===== config.mk =====
export PLATFORM = sky130hd
export DESIGN_NAME = decode_issue_ctrl
export DESIGN_NICKNAME = d
export VERILOG_FILES = /design/src/rtl/decode_pkg.sv /design/src/rtl/instr_fifo.sv /design/src/rtl/decode_issue_ctrl.sv
export SDC_FILE = /design/constraint.sdc
export NUM_CORES = 1
export LEC_CHECK = 0
export BUFFER_PORTS_ARGS = -buffer_cell sky130_fd_sc_hd__clkbuf_2
export CAP_MARGIN = 40
export CORE_ASPECT_RATIO = 1.1
export CORE_MARGIN = 5
export CORE_UTILIZATION = 48
export CTS_CLUSTER_DIAMETER = 100
export DETAILED_ROUTE_END_ITERATION = 8
export GPL_TIMING_DRIVEN = 0
export HOLD_SLACK_MARGIN = 0.08
export PLACE_DENSITY = 0.75
export SLEW_MARGIN = 10
export SYNTH_ARGS = -nofsm -noshare
export SYNTH_HDL_FRONTEND = slang
export SYNTH_HIERARCHICAL = 1
export SYNTH_SLANG_ARGS = --single-unit

===== constraint.sdc =====
create_clock -name clk -period 6.82 [get_ports clk]
set_clock_uncertainty 0.05 [all_clocks]
set_input_delay 1.364 -clock clk [delete_from_list [all_inputs] [get_ports clk]]
set_output_delay 1.364 -clock clk [all_outputs]
set_load 0.1 [all_outputs]

===== src/rtl/decode_pkg.sv =====
// -----------------------------------------------------------------------------
// decode_pkg
// Shared definitions for the decode/issue control slice:
//   - XLEN_DEFAULT       : default instruction / PC width
//   - OPC_*              : RV32 major opcodes relevant to load-use detection
//   - state_e            : issue controller state (RUN / STALL / FLUSH)
//   - load_use_hazard()  : operand-match rule between the decode head and a
//                          load sitting in execute
// -----------------------------------------------------------------------------
package decode_pkg;

  localparam int XLEN_DEFAULT = 32;

  localparam logic [6:0] OPC_OP     = 7'b0110011;
  localparam logic [6:0] OPC_STORE  = 7'b0100011;
  localparam logic [6:0] OPC_BRANCH = 7'b1100011;
  localparam logic [6:0] OPC_LUI    = 7'b0110111;
  localparam logic [6:0] OPC_AUIPC  = 7'b0010111;
  localparam logic [6:0] OPC_JAL    = 7'b1101111;

  typedef enum logic [1:0] {
    ST_RUN   = 2'd0,
    ST_STALL = 2'd1,
    ST_FLUSH = 2'd2
  } state_e;

  // LUI/AUIPC/JAL carry immediate bits in the rs1 field, so they never read
  // rs1. Only R-type, stores and branches actually read rs2.
  function automatic logic load_use_hazard(input logic [6:0] opcode,
                                           input logic [4:0] rs1,
                                           input logic [4:0] rs2,
                                           input logic       ex_is_load,
                                           input logic [4:0] ex_rd);
    logic uses_rs1;
    logic uses_rs2;
    uses_rs1 = !(opcode inside {OPC_LUI, OPC_AUIPC, OPC_JAL});
    uses_rs2 = (opcode inside {OPC_OP, OPC_STORE, OPC_BRANCH});
    return ex_is_load && (ex_rd != 5'd0) &&
           ((uses_rs1 && (rs1 == ex_rd)) || (uses_rs2 && (rs2 == ex_rd)));
  endfunction

endpackage


===== src/rtl/instr_fifo.sv =====
// -----------------------------------------------------------------------------
// instr_fifo
// Small synchronous FIFO holding fetched {pc, instr} pairs.
// Parameters:
//   DEPTH : number of entries (power of two, >= 2)
//   WIDTH : entry width
// Ports:
//   clk, rstn       : clock, asynchronous active-low reset
//   clr             : synchronous clear (drops all entries)
//   push, wdata     : write one entry (ignored when full)
//   pop             : retire the head entry (ignored when empty)
//   rdata           : head entry (undefined content while empty)
//   empty, full     : occupancy flags
// Storage is not reset; only pointers and occupancy are.
// -----------------------------------------------------------------------------
module instr_fifo
  import decode_pkg::*;
#(
  parameter int DEPTH = 2,
  parameter int WIDTH = 2 * XLEN_DEFAULT
) (
  input  logic             clk,
  input  logic             rstn,
  input  logic             clr,
  input  logic             push,
  input  logic [WIDTH-1:0] wdata,
  input  logic             pop,
  output logic [WIDTH-1:0] rdata,
  output logic             empty,
  output logic             full
);

  localparam int PW = (DEPTH > 1) ? $clog2(DEPTH) : 1;

  logic [WIDTH-1:0] mem_q [DEPTH];
  logic [PW-1:0]    wr_ptr_q, wr_ptr_d;
  logic [PW-1:0]    rd_ptr_q, rd_ptr_d;
  logic [PW:0]      cnt_q, cnt_d;
  logic             push_ok;
  logic             pop_ok;

  assign empty   = (cnt_q == '0);
  assign full    = (cnt_q == (PW+1)'(DEPTH));
  assign push_ok = push && !full;
  assign pop_ok  = pop && !empty;
  assign rdata   = mem_q[rd_ptr_q];

  // DEPTH is a power of two, so pointer increments wrap naturally.
  always_comb begin
    wr_ptr_d = wr_ptr_q;
    rd_ptr_d = rd_ptr_q;
    cnt_d    = cnt_q;
    if (clr) begin
      wr_ptr_d = '0;
      rd_ptr_d = '0;
      cnt_d    = '0;
    end else begin
      if (push_ok) wr_ptr_d = wr_ptr_q + 1'b1;
      if (pop_ok)  rd_ptr_d = rd_ptr_q + 1'b1;
      case ({push_ok, pop_ok})
        2'b10:   cnt_d = cnt_q + 1'b1;
        2'b01:   cnt_d = cnt_q - 1'b1;
        default: cnt_d = cnt_q;
      endcase
    end
  end

  always_ff @(posedge clk or negedge rstn) begin
    if (!rstn) begin
      wr_ptr_q <= '0;
      rd_ptr_q <= '0;
      cnt_q    <= '0;
    end else begin
      wr_ptr_q <= wr_ptr_d;
      rd_ptr_q <= rd_ptr_d;
      cnt_q    <= cnt_d;
    end
  end

  always_ff @(posedge clk) begin
    if (push_ok && !clr) mem_q[wr_ptr_q] <= wdata;
  end

endmodule


===== src/rtl/decode_issue_ctrl.sv =====
// -----------------------------------------------------------------------------
// decode_issue_ctrl
// Buffers fetched instructions and issues them in order to the decoder,
// holding the head while it depends on a load currently in execute, and
// discarding all buffered work on a redirect.
// Parameters:
//   XLEN  : instruction / PC width
//   DEPTH : instruction buffer entries (power of two, >= 2)
// Ports:
//   clk, rstn                      : clock, asynchronous active-low reset
//   if_valid, if_instr, if_pc      : fetch beat in
//   if_ready                       : fetch beat accepted this cycle
//   dec_valid, dec_instr, dec_pc   : head instruction offered to decode
//   dec_ready                      : decode accepts the head
//   flush                          : redirect; empties buffer, one FLUSH cycle
//   ex_is_load, ex_rd              : load in execute and its destination
//   stall                          : head held by a load-use hazard
//   stall_cnt, flush_cnt           : saturating event counters
//                                    (only with DECODE_PERF_CNT_EN defined)
// Optional feature macro: DECODE_PERF_CNT_EN
// -----------------------------------------------------------------------------
module decode_issue_ctrl
  import decode_pkg::*;
#(
  parameter int XLEN  = XLEN_DEFAULT,
  parameter int DEPTH = 2
) (
  input  logic            clk,
  input  logic            rstn,
  input  logic            if_valid,
  input  logic [XLEN-1:0] if_instr,
  input  logic [XLEN-1:0] if_pc,
  output logic            if_ready,
  output logic            dec_valid,
  output logic [XLEN-1:0] dec_instr,
  output logic [XLEN-1:0] dec_pc,
  input  logic            dec_ready,
  input  logic            flush,
  input  logic            ex_is_load,
  input  logic [4:0]      ex_rd,
  output logic            stall
`ifdef DECODE_PERF_CNT_EN
  ,
  output logic [31:0]     stall_cnt,
  output logic [31:0]     flush_cnt
`endif
);

  state_e            state_q, state_d;
  logic [2*XLEN-1:0] fifo_wdata;
  logic [2*XLEN-1:0] fifo_rdata;
  logic              fifo_empty;
  logic              fifo_full;
  logic              fifo_push;
  logic              fifo_pop;
  logic [XLEN-1:0]   head_instr;
  logic [XLEN-1:0]   head_pc;
  logic              hazard;

  assign fifo_wdata = {if_pc, if_instr};
  assign head_instr = fifo_rdata[XLEN-1:0];
  assign head_pc    = fifo_rdata[2*XLEN-1:XLEN];

  assign hazard = !fifo_empty &&
                  load_use_hazard(head_instr[6:0], head_instr[19:15],
                                  head_instr[24:20], ex_is_load, ex_rd);

  // A flush cancels both same-cycle transfers. dec_valid requires a
  // non-empty buffer, so an empty buffer can never push and pop at once.
  assign fifo_push = if_valid && if_ready && !flush;
  assign fifo_pop  = dec_valid && dec_ready && !flush;

  instr_fifo #(
    .DEPTH (DEPTH),
    .WIDTH (2 * XLEN)
  ) u_fifo (
    .clk   (clk),
    .rstn  (rstn),
    .clr   (flush),
    .push  (fifo_push),
    .wdata (fifo_wdata),
    .pop   (fifo_pop),
    .rdata (fifo_rdata),
    .empty (fifo_empty),
    .full  (fifo_full)
  );

  // State register
  always_ff @(posedge clk or negedge rstn) begin
    if (!rstn) state_q <= ST_RUN;
    else       state_q <= state_d;
  end

  // Next-state logic; flush overrides every state, including FLUSH itself.
  always_comb begin
    state_d = state_q;
    if (flush) begin
      state_d = ST_FLUSH;
    end else begin
      case (state_q)
        ST_RUN:   state_d = hazard ? ST_STALL : ST_RUN;
        ST_STALL: state_d = hazard ? ST_STALL : ST_RUN;
        ST_FLUSH: state_d = ST_RUN;
        default:  state_d = ST_RUN;
      endcase
    end
  end

  // Outputs. The head is gated to zero while empty so the decode bus reads
  // zero out of reset and never shows stale storage.
  always_comb begin
    if_ready  = 1'b0;
    dec_valid = 1'b0;
    stall     = 1'b0;
    dec_instr = '0;
    dec_pc    = '0;
    case (state_q)
      ST_RUN: begin
        if_ready  = !fifo_full;
        dec_valid = !fifo_empty && !hazard;
      end
      ST_STALL: begin
        if_ready = !fifo_full;
        stall    = 1'b1;
      end
      default: ;
    endcase
    if (!fifo_empty) begin
      dec_instr = head_instr;
      dec_pc    = head_pc;
    end
  end

`ifdef DECODE_PERF_CNT_EN
  logic [31:0] stall_cnt_q, stall_cnt_d;
  logic [31:0] flush_cnt_q, flush_cnt_d;

  function automatic logic [31:0] sat_inc(input logic [31:0] v);
    return (&v) ? v : v + 32'd1;
  endfunction

  assign stall_cnt_d = stall ? sat_inc(stall_cnt_q) : stall_cnt_q;
  assign flush_cnt_d = flush ? sat_inc(flush_cnt_q) : flush_cnt_q;

  always_ff @(posedge clk or negedge rstn) begin
    if (!rstn) begin
      stall_cnt_q <= '0;
      flush_cnt_q <= '0;
    end else begin
      stall_cnt_q <= stall_cnt_d;
      flush_cnt_q <= flush_cnt_d;
    end
  end

  assign stall_cnt = stall_cnt_q;
  assign flush_cnt = flush_cnt_q;
`endif

endmodule


==> results.sh, run 1 <==
export IMPL_setup_viol=0
export IMPL_ant_nets=0
export IMPL_path_max_fanout=10
export IMPL_max_slew_margin_rel=0.526
export IMPL_tightestPinTransition_ns=0.710
export IMPL_io_pins=142
export IMPL_wl_per_cell_um=17.7
export IMPL_dp_cells=634
export IMPL_cp_arrival_ns=3.06
export IMPL_ys_flop_type="edfxtp_1"
export IMPL_hpwl_um=8550
export IMPL_p_leak_uw=0.00269
export IMPL_dieHeight_um=123
export IMPL_hold_viol_final=0
export IMPL_instances_no_fill=667
export IMPL_hold_depth=2
export IMPL_yosys_cell_types_count=35
export IMPL_max_freq_mhz=224
export IMPL_design_area_um2=7210
export IMPL_vias=3343
export IMPL_grt_overflow=0
export IMPL_area_delta_synth_final_pct=29.2
export IMPL_first_pass_iters=5
export IMPL_critPathLaunchType="flop"
export IMPL_setup_ws_ns=2.35
export IMPL_synth_area_leaders="edfxtp_1, mux2_2, nor2b_1, dfrtp_1, mux2_1"
export IMPL_finalWeightedCongestion=0.761
export IMPL_yosys_area_share_xor_xnor=0.0173
export IMPL_chipWidth_um=113
export IMPL_min_delay_start="u_fifo/wr_ptr_q"
export IMPL_hold_ws_ns=0.596
export IMPL_viasPerCell=5.01
export IMPL_cts_sinks=134
export IMPL_synth_edff_count=128
export IMPL_layout_nets=579
export IMPL_r2r_end="u_fifo/cnt_q[1]"
export IMPL_report_final_slew_viol_count=0
export IMPL_hold_path_class="flop to flop"
export IMPL_synth_top_area_frac=0.689
export IMPL_synthesis_area_um2=5580
export IMPL_start_util=0.488
export IMPL_regArea_um2=3990
export IMPL_grt_pass1_wl_um=18600
export IMPL_drive_above_1_share=0.480
export IMPL_htree_levels=4
export IMPL_cts_hold_buf=0
export IMPL_synth_top_area_cell="edfxtp_1"
export IMPL_synth_compound_area_frac=0.0119
export IMPL_grt_max_degree=18
export IMPL_period_needed_ns=4.47
export IMPL_root_buffer="clkbuf_16"
export IMPL_cts_setup_buffers=0
export IMPL_power_density_nw_per_um2=277
export IMPL_avgSynthCellArea_um2=16.7
export IMPL_ys_seq_elements=134
export IMPL_synth_fa_ha_area_frac=0
export IMPL_grt_pass1_vias=3634
export IMPL_dpl_instance_area_um2=6620
export IMPL_cts_buffers_inserted=17
export IMPL_cts_buffer_depth=2
export IMPL_rsz0062_at_grt="no"
export IMPL_worstSetupEndpointType="output pin"
export IMPL_r2r_start="u_fifo/rd_ptr_q"
export IMPL_ys_warnings_count=6
export IMPL_antenna_cells=0
export IMPL_synth_mux_area_frac=0.129
export IMPL_wl_um=11800
export IMPL_antenna_found_initial=2
export IMPL_synth_cells=335
export IMPL_synth_simple_area_share=0.114
export IMPL_pre_cts_slack_ns=2.42
export IMPL_hold_end="u_fifo/wr_ptr_q"
export IMPL_r2r_cells=9
export IMPL_path_class="flop to output pin"
export IMPL_period_share=0.656
export IMPL_irDropWorstVdd_mv=0.154
export IMPL_num_rows=41
export IMPL_grtUsageTotal=0.179
export IMPL_worstPathRequired_ns=5.41
export IMPL_drt_iter0_drc=115
export IMPL_status="finished clean"
export IMPL_ys_seq_area_frac=0.716
export IMPL_cts_tree="done"
export IMPL_num_fill_cells=875
export IMPL_clkTransAtPathRegs_ns=0.05
export IMPL_max_cap_viol_count=0
export IMPL_multi_input_area_um2=1540
export IMPL_syn_num_nets=410
export IMPL_async_reset_ff_frac=0.0448
export IMPL_worst_skew_pair_late_latency_ns=0.41
export IMPL_io_buffers=141
export IMPL_rrSetupSlack_ns=3.74
export IMPL_synth_top_family_by_area="multiplexers"
export IMPL_cts_resized=0
export IMPL_die_area_um2=13900
export IMPL_drc=0
export IMPL_core_area_um2=11400
## routing by layer
| layer | wire (um) | vias up | part of all wire | GRT usage |
|---|---|---|---|---|
| met3 | 767 | 18 | 0.065 | 0.0617 |
| met2 | 6120 | 124 | 0.52 | 0.309 |
| met1 | 4720 | 1609 | 0.40 | 0.208 |
| met4 | 176 | 4 | 0.015 | 0.0684 |
| met5 | 28 | - | 0.0024 | 0 |
| li1 | - | 1588 | - | - |
## report_power, final
| group | internal, uW | leakage, uW | total [uW] | switching [uW] |
|---|---|---|---|---|
| sequential | 912 | 0.00124 | 916 | 3.07 |
| combinational | 41.1 | 0.00117 | 181 | 140 |
| clock | 571 | 0.000283 | 898 | 327 |
## flip-flops by register name (all words and copies together), names as in the netlist
signal           cells
u_fifo/wr_ptr_q      1
u_fifo/rd_ptr_q      1
u_fifo/mem_q       128
state_q              2
u_fifo/cnt_q         2
## cell usage after synthesis, drive strengths merged, types with 2 or more instances
cell	n
a21oi	2
buf	7
clkbuf	7
dfrtp	6
edfxtp	128
mux2	64
nand2	4
nand2b	2
nand3	4
nor2	6
nor2b	67
nor3	2
nor4	3
o21ai	4
or3	5
xnor2	10
## cell type report
cell class,count,share of cell area
inverters,1,0.000521
plain buffers,14,0.00851
flip-flops and latches,134,0.554
clock buffers,18,0.0595
repair buffers,150,0.115
multi-input cells,186,0.214
well taps,150,0.0260
clock inverters,14,0.0219
## metrics by stage
step | power, uW | util | setup TNS (ns)
after CTS | 2010 | 0.630 | 0
after global routing | 2070 | 0.630 | 0
final | 1990 | 0.630 | 0
after floorplan | 1060 | - | 0
after global placement | 1110 | 0.567 | -31.49
after detailed placement | 1120 | 0.578 | 0
## critical path: stages, from the launching register on
cell and delay (ns):
dfrtp_1 0.34, buf_2 0.25, buf_2 0.32, mux2_1 0.43
and3_4 0.17, o2111a_1 0.27, nor4_2 0.36, nor3_1 0.12
clkbuf_2 0.39
## worst max-delay path by stage
stage,to,from,cells past startpoint,slack [ns]
2_1_floorplan,dec_valid,ex_rd[1],4,1.23
3_3_place_gp,u_fifo/mem_q[1][62],flush,4,-0.30
3_5_place_dp,dec_valid,ex_rd[1],6,2.42
4_1_cts,dec_valid,u_fifo/rd_ptr_q,8,2.28
5_1_grt,dec_valid,u_fifo/rd_ptr_q,8,2.13
6_report,dec_valid,u_fifo/rd_ptr_q,8,2.35
## logic make-up (layout without fill, tap and decap cells)
group / after synthesis / count (layout)
compound gates: 10 / 10
xor+xnor: 11 / 11
buf+inv: 15 / 197
flops: 134 / 134
mux: 64 / 64
simple gates: 101 / 101
## placed cells by master (no fill, tap or decap), types with 2 or more instances in the layout
cell	count
buf_8	8
or3_1	5
a21oi_1	2
xnor2_1	10
inv_6	2
clkinvlp_4	2
nand3_1	3
mux2_2	53
clkbuf_1	8
buf_2	7
nor2_1	6
clkbuf_16	17
nor2b_1	66
clkbuf_2	142
dfrtp_1	6
mux2_1	11
edfxtp_1	128
clkinv_1	3
nand2_1	4
clkinv_2	3
nor4_2	2
o21ai_0	3
bufinv_16	3
nand2b_1	2
Note: power is estimated with default switching activity, not from simulation.
==> run 2, diff against run 1 <==
- clock period: 6.82 -> 3.6 ns (I/O delays scaled with it)
==> results.sh, run 2 (synthesized netlist as in run 1, its figures left out) <==
export IMPL_status="finished clean"
export IMPL_r2r_start="u_fifo/rd_ptr_q"
export IMPL_seqPwrFrac=0.460
export IMPL_num_rows=41
export IMPL_switching_power_uw=882
export IMPL_cts_buffer_depth=2
export IMPL_tightestPinTransition_ns=0.796
export IMPL_dr_wl_met2_um=6440
export IMPL_wl_um=11900
export IMPL_drt_iter0_drc=146
export IMPL_p_int_uw=2890
export IMPL_max_slew_margin_rel=0.469
export IMPL_area_delta_synth_final_pct=30.4
export IMPL_chipWidth_um=113
export IMPL_first_pass_iters=4
export IMPL_worst_skew_pair_late_latency_ns=0.40
export IMPL_hold_viol_final=0
export IMPL_grt_pass1_wl_um=18200
export IMPL_dpl_instance_area_um2=6650
export IMPL_hpwl_um=8640
export IMPL_power_density_nw_per_um2=519
export IMPL_grtUsageTotal=0.175
export IMPL_path_common_cell="buf_4"
export IMPL_grt_pass1_vias=3618
export IMPL_rrSetupSlack_ns=0.69
export IMPL_reg_top3="u_fifo/mem_q: 128 flops, state_q: 2 flops, u_fifo/cnt_q: 2 flops"
export IMPL_r2r_end="u_fifo/cnt_q[1]"
export IMPL_cts_sinks=134
export IMPL_period_share=0.964
export IMPL_report_final_slew_viol_count=0
export IMPL_vias=3329
export IMPL_min_delay_start="if_instr[19]"
export IMPL_crit_path_max_incr_delay_ns=0.40
export IMPL_top_layer_used="met5"
export IMPL_hold_depth=1
export IMPL_start_util=0.488
export IMPL_hold_end="u_fifo/mem_q[0][19]"
export IMPL_grt_max_degree=19
export IMPL_ant_nets=0
export IMPL_die_area_um2=13900
export IMPL_max_freq_mhz=288
export IMPL_worstPathRequired_ns=2.83
export IMPL_finalWeightedCongestion=0.784
export IMPL_drive_above_1_share=0.484
export IMPL_setup_worst_path_start="u_fifo/rd_ptr_q"
export IMPL_antenna_found_initial=1
export IMPL_antenna_cells=0
export IMPL_cp_arrival_ns=2.70
export IMPL_wl_per_cell_um=17.9
export IMPL_viasPerCell=4.99
export IMPL_crit_chain="buf_4, buf_4, mux2_1, and3_4, o2111a_1, nor4_4, nor3_2, buf_4"
export IMPL_cts_setup_buffers=0
export IMPL_final_cell_mix="clkbuf_2, edfxtp_1, nor2b_1, mux2_2, clkbuf_16"
export IMPL_setup_viol=0
export IMPL_p_comb_frac=0.092
export IMPL_period_needed_ns=3.47
export IMPL_irDropWorstVdd_mv=0.353
export IMPL_core_area_um2=11400
export IMPL_path_max_fanout=10
export IMPL_p_leak_uw=0.00270
export IMPL_grt_overflow=0
export IMPL_root_buffer="clkbuf_16"
export IMPL_path_class="flop to output pin"
export IMPL_design_area_um2=7280
export IMPL_clkPwrFrac=0.448
export IMPL_io_buffers=141
export IMPL_rsz0062_at_grt="no"
export IMPL_slowest_stage="mux2_1"
export IMPL_r2r_cells=9
export IMPL_worstSetupEndpointType="output pin"
export IMPL_cts_buffers_inserted=17
export IMPL_htree_levels=4
export IMPL_largest_reg_flops=128
export IMPL_final_common_cell="clkbuf_2"
export IMPL_largest_register="u_fifo/mem_q"
export IMPL_io_pins=142
export IMPL_clkTransAtPathRegs_ns=0.06
export IMPL_max_cap_viol_count=0
export IMPL_wl_met3_um=685
export IMPL_sw_frac_of_total=0.234
export IMPL_layout_nets=579
export IMPL_cts_tree="done"
export IMPL_hold_ws_ns=0.458
export IMPL_dieHeight_um=123
export IMPL_met1_length_um=4620
export IMPL_drc=0
export IMPL_hold_path_class="input pin to flop"
export IMPL_critPathLaunchType="flop"
## run 2: cell types whose count changed in the layout (fill, tap and decap cells not counted), moves of 2 or more
cell and change:
clkinv_2 -2, clkinv_4 +2, buf_8 -2, buf_16 +2
buf_2 -3, buf_4 +4
## run 2: timing repair
action,in CTS,in global routing
pin swaps,0,0
setup endpoints to repair,1,2
cloned,0,0
hold buffers,1,0
resized for setup,5,4
endpoints found under the hold margin,6,0
## run 2: power groups by stage
stage | clock [uW] | sequential [uW] | combinational, uW
CTS | 1730 | 1730 | 350
finish | 1690 | 1730 | 348
global placement | 0 | 1770 | 337
global route | 1810 | 1730 | 366
detailed placement | 0 | 1770 | 348
floorplan | 0 | 1770 | 243
## run 2: worst max path at each step
stage                     endpoint  slack [ns]  depth (start not counted)
6_report                 dec_valid        0.13                          8
5_1_grt                  dec_valid        0.02                          8
4_1_cts                  dec_valid        0.01                          8
3_5_place_dp             dec_valid        0.17                          8
3_3_place_gp   u_fifo/mem_q[1][56]       -1.19                          4
2_1_floorplan   u_fifo/mem_q[1][0]        0.03                          3
## run 2: per-layer routing
layer,global-route usage,up-vias
li1,-,1586
met1,0.198,1628
met2,0.313,101
met3,0.0519,12
met4,0.0639,2
met5,0,-
## run 2: cell type report
type / instances / area (um2)
well taps: 150 / 188
multi-input cells: 186 / 1570
plain buffers: 14 / 70.1
clock buffers: 19 / 433
fillers: 832 / 4160
flip-flops and latches: 134 / 3990
repair buffers: 150 / 863
inverters: 1 / 3.75
clock inverters: 13 / 156
## run 2: critical path: cells and delay by family (launching register included)
kind            cells  cell delay [ns]
mux                 1             0.40
buf+inv             3             0.68
flops               1             0.34
simple gates        3             0.60
compound gates      1             0.29
## run 2: through the flow
step	instances	setup TNS [ns]	worst slack, ns	power, uW	util
floorplan	335	0	0.0262	2010	-
global placement	626	-141.09	-1.19	2100	0.569
detailed placement	634	0	0.167	2110	0.582
CTS	667	0	0.0106	3810	0.635
global route	667	0	0.0188	3910	0.636
finish	667	0	0.130	3780	0.636
